--- config.mk ---
export PLATFORM = sky130hd
export DESIGN_NAME = mod_addsub_pipe
export DESIGN_NICKNAME = d
export VERILOG_FILES = /design/src/rtl/mod_addsub_pipe.sv
export SDC_FILE = /design/constraint.sdc
export NUM_CORES = 2
export LEC_CHECK = 0
export BUFFER_PORTS_ARGS = -buffer_cell sky130_fd_sc_hd__buf_2
export CAP_MARGIN = 20
export CORE_MARGIN = 4
export CORE_UTILIZATION = 35
export CTS_CLUSTER_SIZE = 16
export DETAILED_ROUTE_END_ITERATION = 8
export PLACE_DENSITY = 0.63
export SETUP_SLACK_MARGIN = 0.02
export SYNTH_ARGS = -nofsm -noshare
export SYNTH_HDL_FRONTEND = slang
export SYNTH_SLANG_ARGS = --single-unit
--- constraint.sdc ---
create_clock -name clk -period 16.1 [get_ports clk]
set_clock_uncertainty 0.15 [all_clocks]
set_input_delay 3.22 -clock clk [delete_from_list [all_inputs] [get_ports clk]]
set_output_delay 3.22 -clock clk [all_outputs]
set_load 0.01 [all_outputs]
--- src/rtl/mod_addsub_pipe.sv ---
// Two-stage modular add/subtract across LANES lanes sharing one modulus and op.
// Latency 2 cycles, one transaction per cycle; valid/ready backpressure stalls both stages.
// Optional operand range flag is built only when MOD_ADDSUB_RANGE_CHECK_EN is defined.
module mod_addsub_pipe #(
    parameter int BIT_WIDTH = 54,
    parameter int LANES     = 4,
    parameter int TAG_W     = 8
) (
    input  logic                       clk,
    input  logic                       rst,
    input  logic                       in_valid,
    output logic                       in_ready,
    input  logic                       in_op,
    input  logic [BIT_WIDTH-1:0]       in_q,
    input  logic [LANES*BIT_WIDTH-1:0] in_a,
    input  logic [LANES*BIT_WIDTH-1:0] in_b,
    input  logic [TAG_W-1:0]           in_tag,
    output logic                       out_valid,
    input  logic                       out_ready,
    output logic [LANES*BIT_WIDTH-1:0] out_res,
    output logic [TAG_W-1:0]           out_tag,
    output logic                       err
);

    localparam int RW = BIT_WIDTH + 1;

    logic                       r_s1_vld;
    logic                       r_s1_op;
    logic [BIT_WIDTH-1:0]       r_s1_q;
    logic [LANES*RW-1:0]        r_s1_raw;
    logic [TAG_W-1:0]           r_s1_tag;

    logic                       r_s2_vld;
    logic [LANES*BIT_WIDTH-1:0] r_s2_res;
    logic [TAG_W-1:0]           r_s2_tag;

    logic                       w_s2_adv;
    logic                       w_s1_adv;
    logic                       w_accept;
    logic [LANES*RW-1:0]        w_raw;
    logic [LANES*BIT_WIDTH-1:0] w_fix;

    assign w_s2_adv  = !r_s2_vld || out_ready;
    assign w_s1_adv  = !r_s1_vld || w_s2_adv;
    assign w_accept  = in_valid && w_s1_adv;
    assign in_ready  = w_s1_adv;
    assign out_valid = r_s2_vld;
    assign out_res   = r_s2_res;
    assign out_tag   = r_s2_tag;

    for (genvar g = 0; g < LANES; g++) begin : g_lane
        logic [RW-1:0]        w_a_ext;
        logic [RW-1:0]        w_b_ext;
        logic [RW-1:0]        w_lane_raw;
        logic [RW-1:0]        w_q_ext;
        logic [RW-1:0]        w_add_red;
        logic [BIT_WIDTH-1:0] w_sub_fix;

        assign w_a_ext = {1'b0, in_a[g*BIT_WIDTH +: BIT_WIDTH]};
        assign w_b_ext = {1'b0, in_b[g*BIT_WIDTH +: BIT_WIDTH]};
        assign w_raw[g*RW +: RW] = in_op ? (w_a_ext - w_b_ext) : (w_a_ext + w_b_ext);

        // Subtract borrow shows up as the extra top bit; adding q modulo 2^BIT_WIDTH repairs it.
        assign w_lane_raw = r_s1_raw[g*RW +: RW];
        assign w_q_ext    = {1'b0, r_s1_q};
        assign w_add_red  = (w_lane_raw >= w_q_ext) ? (w_lane_raw - w_q_ext) : w_lane_raw;
        assign w_sub_fix  = w_lane_raw[BIT_WIDTH] ? (w_lane_raw[BIT_WIDTH-1:0] + r_s1_q)
                                                  : w_lane_raw[BIT_WIDTH-1:0];
        assign w_fix[g*BIT_WIDTH +: BIT_WIDTH] = r_s1_op ? w_sub_fix : w_add_red[BIT_WIDTH-1:0];
    end

    always_ff @(posedge clk) begin
        if (rst) begin
            r_s1_vld <= 1'b0;
        end else if (w_s1_adv) begin
            r_s1_vld <= in_valid;
        end
    end

    always_ff @(posedge clk) begin
        if (w_accept) begin
            r_s1_op  <= in_op;
            r_s1_q   <= in_q;
            r_s1_raw <= w_raw;
            r_s1_tag <= in_tag;
        end
    end

    always_ff @(posedge clk) begin
        if (rst) begin
            r_s2_vld <= 1'b0;
            r_s2_res <= '0;
            r_s2_tag <= '0;
        end else if (w_s2_adv) begin
            r_s2_vld <= r_s1_vld;
            if (r_s1_vld) begin
                r_s2_res <= w_fix;
                r_s2_tag <= r_s1_tag;
            end
        end
    end

`ifdef MOD_ADDSUB_RANGE_CHECK_EN
    logic [LANES-1:0] w_oor;
    logic             r_err;

    for (genvar g = 0; g < LANES; g++) begin : g_chk
        assign w_oor[g] = (in_a[g*BIT_WIDTH +: BIT_WIDTH] >= in_q) ||
                          (in_b[g*BIT_WIDTH +: BIT_WIDTH] >= in_q);
    end

    always_ff @(posedge clk) begin
        if (rst) begin
            r_err <= 1'b0;
        end else if (w_accept && (|w_oor)) begin
            r_err <= 1'b1;
        end
    end

    assign err = r_err;
`else
    assign err = 1'b0;
`endif

endmodule

=== Yosys cells after proc, flatten, opt, wreduce, memory -nomap -nowiden ===
Index checks and enable logic that the tools add are counted.

* Bits in registers: 509
* Input port bits: 499
* Output and inout bits: 227

* Add/sub/neg operators: 16
* Magnitude comparators: 4
* Mux-type cells: 16
* Reduce and logical (&&, ||, !) cells: 6

{| class="wikitable"
|+ Operators with widths
! kind !! count
|-
| two-way mux 54 bit || 12
|-
| adder 54 x 54 -> 55 bit || 4
|-
| >= comparator 55 x 54 -> 1 bit || 4
|-
| two-way mux 55 bit || 4
|-
| subtractor 54 x 54 -> 55 bit || 4
|-
| adder 54 bit || 4
|-
| subtractor 54 bit || 4
|-
| logical NOT 1 bit || 2
|-
| logical OR 1 bit || 2
|-
| AND reduction 2 bit || 1
|-
| logical AND 1 bit || 1
|}

=== Depth between registers and ports, before layout ===
* Depth in word-level cells: 4
* Depth in mapped cells: 26
* Gate-level depth less buffers: 25

=== Worst setup path after synthesis ===
No wires, ideal clock.

* Path type: input -> register
* Start: input out_ready
* End: register r_s1_op (enable)
* Library setup time: 682 ps
* Arrival: 9,881 ps
* Required time: 15,268 ps
* Setup slack: 5,387 ps
* Stages: 3
* Cells stage by stage: nor2b_1 nand2_1 and2_1

* Longest elaborated chain between the ends: 3

{| class="wikitable"
|+ Ends and longest elaborated chain
! item !! RTL line !! text
|-
| start: declaration || 19 || <nowiki>input logic out_ready,</nowiki>
|-
| logical OR 1 bit || 43 || <nowiki>assign w_s2_adv = !r_s2_vld || out_ready;</nowiki>
|-
| logical OR 1 bit || 44 || <nowiki>assign w_s1_adv = !r_s1_vld || w_s2_adv;</nowiki>
|-
| named net in_ready || 12 || <nowiki>output logic in_ready,</nowiki>
|-
| logical AND 1 bit || 45 || <nowiki>assign w_accept = in_valid && w_s1_adv;</nowiki>
|-
| named net w_accept || 39 || <nowiki>logic w_accept;</nowiki>
|-
| end signal: assignment || 82 || <nowiki>r_s1_op <= in_op;</nowiki>
|-
| end: declaration || 28 || <nowiki>logic r_s1_op;</nowiki>
|}

The timed path passes the listed nets, and every way through them passes these cells.
A chain may end at the register's enable or synchronous reset.

=== Worst setup path in the final report ===
* Start: input in_b[56]
* End: register r_s1_raw[109], data pin

* Longest elaborated chain between the ends: 2
* Elaborated cells on any way between the ends: 3

{| class="wikitable"
|+ Ends and longest elaborated chain
! item !! RTL line !! text
|-
| start: declaration || 16 || <nowiki>input logic [LANES*BIT_WIDTH-1:0] in_b,</nowiki>
|-
| adder 54 x 54 -> 55 bit or subtractor 54 x 54 -> 55 bit (tied branches) || 61 || <nowiki>assign w_raw[g*RW +: RW] = in_op ? (w_a_ext - w_b_ext) : (w_a_ext + w_b_ext);</nowiki>
|-
| two-way mux 55 bit (*) || 61 ||
|-
| named net w_raw[109] || 40 || <nowiki>logic [LANES*RW-1:0] w_raw;</nowiki>
|-
| end signal: assignment || 84 || <nowiki>r_s1_raw <= w_raw;</nowiki>
|-
| end: declaration || 30 || <nowiki>logic [LANES*RW-1:0] r_s1_raw;</nowiki>
|}

Mark *: on every way through the listed nets, which the timed path passes. The rest lies on a longest branch.

==> results.yml <==
run_status:
  run_status: "finished clean"
drt:
  drc: 0
  dr.pass1.iters: 6
  routed_wl_um: 283000
  vias: 64200
  wl_per_cell_um: 26.2
  antenna_left: 0
  viasPerCell: 5.94
  drt_iter0_drc: 6075
die:
  pin_count: 726
  die_h_um: 424
  die-area_um2: 180000
  row_count: 152
  die_x_um: 424
  core_um2: 172000
  initial_utilization_pct: 35.3
timing:
  hold_violations: 0
  setup_tns_ns: 0
  min_period_over_period_pct: 53.5
  fin_crit_ns: 8.61
  relSlewSlack_pct: 20.1
  slew_viol_final: 0
  max_freq_mhz: 116
  whs_ns: 0.296
  worst_slew_pin_slew_ns: 1.20
  finalSetupViolations: 0
  rsz0062_at_grt: "false"
clock_network:
  cts_buffer_depth: 3
  clock_sinks: 509
  postCtsSetupRepairBufs: 0
  cts-buffers-inserted: 61
  clkTransAtPathRegs_ns: 0.07
  cts_root_buffer: "clkbuf_16"
  worstSkewPairLatency_ns: 0.73
  postCtsHoldBufs: 0
  cts_tree: "built"
  cts_resized: 0
  h-tree-depth: 2
synthesis:
  synth_commonest_cells: "a21oi_1 (1,067), nor2_1 (871), ha_1 (648)"
  yosys.area.top_type_share_pct: 14.0
  synth-main-ff-cell: "edfxtp_1"
  synth_area_leaders: "edfxtp_1 (14%), ha_1 (13%), xnor2_1 (9.2%)"
  yosys_warnings: 0
  syn_nets: 9129
  synth.most_common_cell: "a21oi_1"
  ys_seq_area_share_pct: 21.5
  synth_top_area_cell: "edfxtp_1"
  ys_types: 112
  synthCells: 7970
  synth_edf_count: 283
  synth_area_um2: 60700
  syn_avg_cell_area_um2: 7.61
  postSynth.asyncResetShare_pct: 0
  ys_ff_latch: 509
placed_design:
  portBuffers: 724
  gp_congestion: 0.993
  dpl.hpwl_um: 230000
run:
  maxCapViolations: 0
power_and_ir_drop:
  irDropWorstVdd_mv: 0.0875
  sequentialPowerShare_pct: 24.4
  p_int_mw: 4.14
  leakage_nw: 28.7
  pwr-share-comb_pct: 56.4
  p_per_area_nw_per_um2: 116
  netSwitchingPower_mw: 3.79
  p_clk_share_pct: 19.2
  switching_share_pct: 47.8
critical_path:
  start_kind: "primary input"
  crit_chain: "buf_2, nor3_1, nand2b_1, or3_1, or3_1, nor2_1, nand3b_1, nor4_1, a21oi_1, xnor2_1, ha_1, a21o_1, a21o_1, a221o_1, a221oi_1, o31ai_1, buf_4, a41oi_1, a21oi_1, a41oi_1, a21oi_1, a21o_1, a21oi_1, xor2_1"
  r2r_slack_ns: 9.05
  max_stage_delay_ns: 0.48
  crit_top_cell: "a21oi_1"
  cp-end-kind: "flip-flop"
  cp.required_ns: 16.42
  cp_slowest_cell: "nor4_1"
  cp_max_fo: 9
  arrival_ns: 8.93
  path_class: "primary input to flip-flop"
min_path:
  hold_path_class: "flip-flop to flip-flop"
global_route:
  grt_start_max_net_pins: 111
  grt_pass1_wl_um: 402000
  first_global_vias: 59800
  antenna_found_initial: 43
  grt.overflow.total: 0
  grt.total_usage_pct: 29.6
layout:
  drive_gt1_share_pct: 12.3
  areaGrowthSynthToFinish_pct: 12.9
  layout.nets: 9583
  fill_cells: 17900
-- cell type report --
| cell class | count | area, um^2 | share of cell area (%) |
|---|---|---|---|
| Multi-Input combinational cell | 6657 | 44600 | 65.1 |
| Timing Repair Buffer | 808 | 4300 | 6.28 |
| Sequential cell | 509 | 13000 | 19.0 |
| Clock buffer | 78 | 1750 | 2.56 |
| Tap cell | 2310 | 2890 | 4.22 |
| Antenna cell | 15 | 37.5 | 0.0548 |
| Clock inverter | 38 | 434 | 0.634 |
| Inverter | 387 | 1450 | 2.12 |
-- registers in the layout, summed over array words and instances, names as in the netlist --
signal,count
r_s1_op,1
r_s1_q,54
out_valid,1
r_s1_tag,8
out_res,216
r_s1_vld,1
r_s1_raw,220
out_tag,8
-- worst max-delay path: cells and delay by family --
family                   cells  cell delay [ns]
buffers and inverters        2             0.33
XOR/XNOR                     2             0.24
adder cells (fa/ha/maj)      1             0.40
AO/OA/AOI/OAI               12             2.63
AND/OR/NAND/NOR              7             2.08
-- stage by stage --
stage	area (um^2)	power [mW]	cells	worst slack, ns	util [%]
6_report	68500	7.94	10800	7.49	39.8
5_1_grt	68500	8.36	10800	7.05	39.8
4_1_cts	68500	7.86	10800	7.55	39.8
3_5_place_dp	66300	6.29	10700	6.80	38.6
3_3_place_gp	66300	6.29	10700	6.74	38.6
2_1_floorplan	60700	4.87	7970	5.39	-
-- worst paths after layout --
| kind | to | startpoint | depth (start not counted) |
|---|---|---|---|
| setup / recovery | r_s1_raw[109]$_DFFE_PP_ | in_b[56] | 24 |
| setup reg to reg | out_res[203]$_SDFFE_PP0P_ | r_s1_q[8]$_DFFE_PP_ | 16 |
| hold reg to reg | out_res[126]$_SDFFE_PP0P_ | out_res[126]$_SDFFE_PP0P_ | 2 |
| hold / removal | out_res[126]$_SDFFE_PP0P_ | out_res[126]$_SDFFE_PP0P_ | 2 |
-- cell usage in the layout (no fill, tap or decap), drive strengths merged, types with 23 or more instances in the layout --
cell type     n
xor2        135
xnor2       636
clkbuf       78
dfxtp       226
a311oi       23
nor2        872
a221oi       39
o21bai      155
nand2b       90
o211ai       94
nand2       544
a211o        27
or3          53
nand4        96
a21oi      1072
edfxtp      283
ha          648
mux2i        54
o22ai        32
o21a         54
nor2b        92
o41ai        27
o31a         25
and3         56
nor4         93
inv         390
o21ai       509
o31ai        71
a21o        211
nand3       123
nor3        189
a31oi        99
a31o         27
and2         40
buf         808
a211oi      131
-- layer usage --
layer  vias to the layer above  GRT usage [%]  routed length, um
li1                      30000              -                  -
met1                     30700           39.8             121000
met2                      2981           45.6             120000
met3                       514           4.40              22300
met4                        38           16.4              18700
met5                         -              0                241
-- power by group through the flow --
stage | clock [mW] | sequential (mW) | combinational [mW]
2_1_floorplan | 0 | 1.80 | 3.07
3_3_place_gp | 0 | 1.94 | 4.35
3_5_place_dp | 0 | 1.94 | 4.35
4_1_cts | 1.56 | 1.92 | 4.38
5_1_grt | 1.61 | 1.94 | 4.82
6_report | 1.53 | 1.94 | 4.48
-- kinds of logic after synthesis --
logic type               after synthesis  synth area share, %
buffers and inverters                804                 5.15
adder cells (fa/ha/maj)              660                 13.8
AND/OR/NAND/NOR                     2336                 17.9
AO/OA/AOI/OAI                       2829                 29.6
flip-flops                           509                 21.5
other                                  1              0.00618
XOR/XNOR                             771                 11.1
multiplexers                          60                 1.01
(Power assumes the default switching activity.)
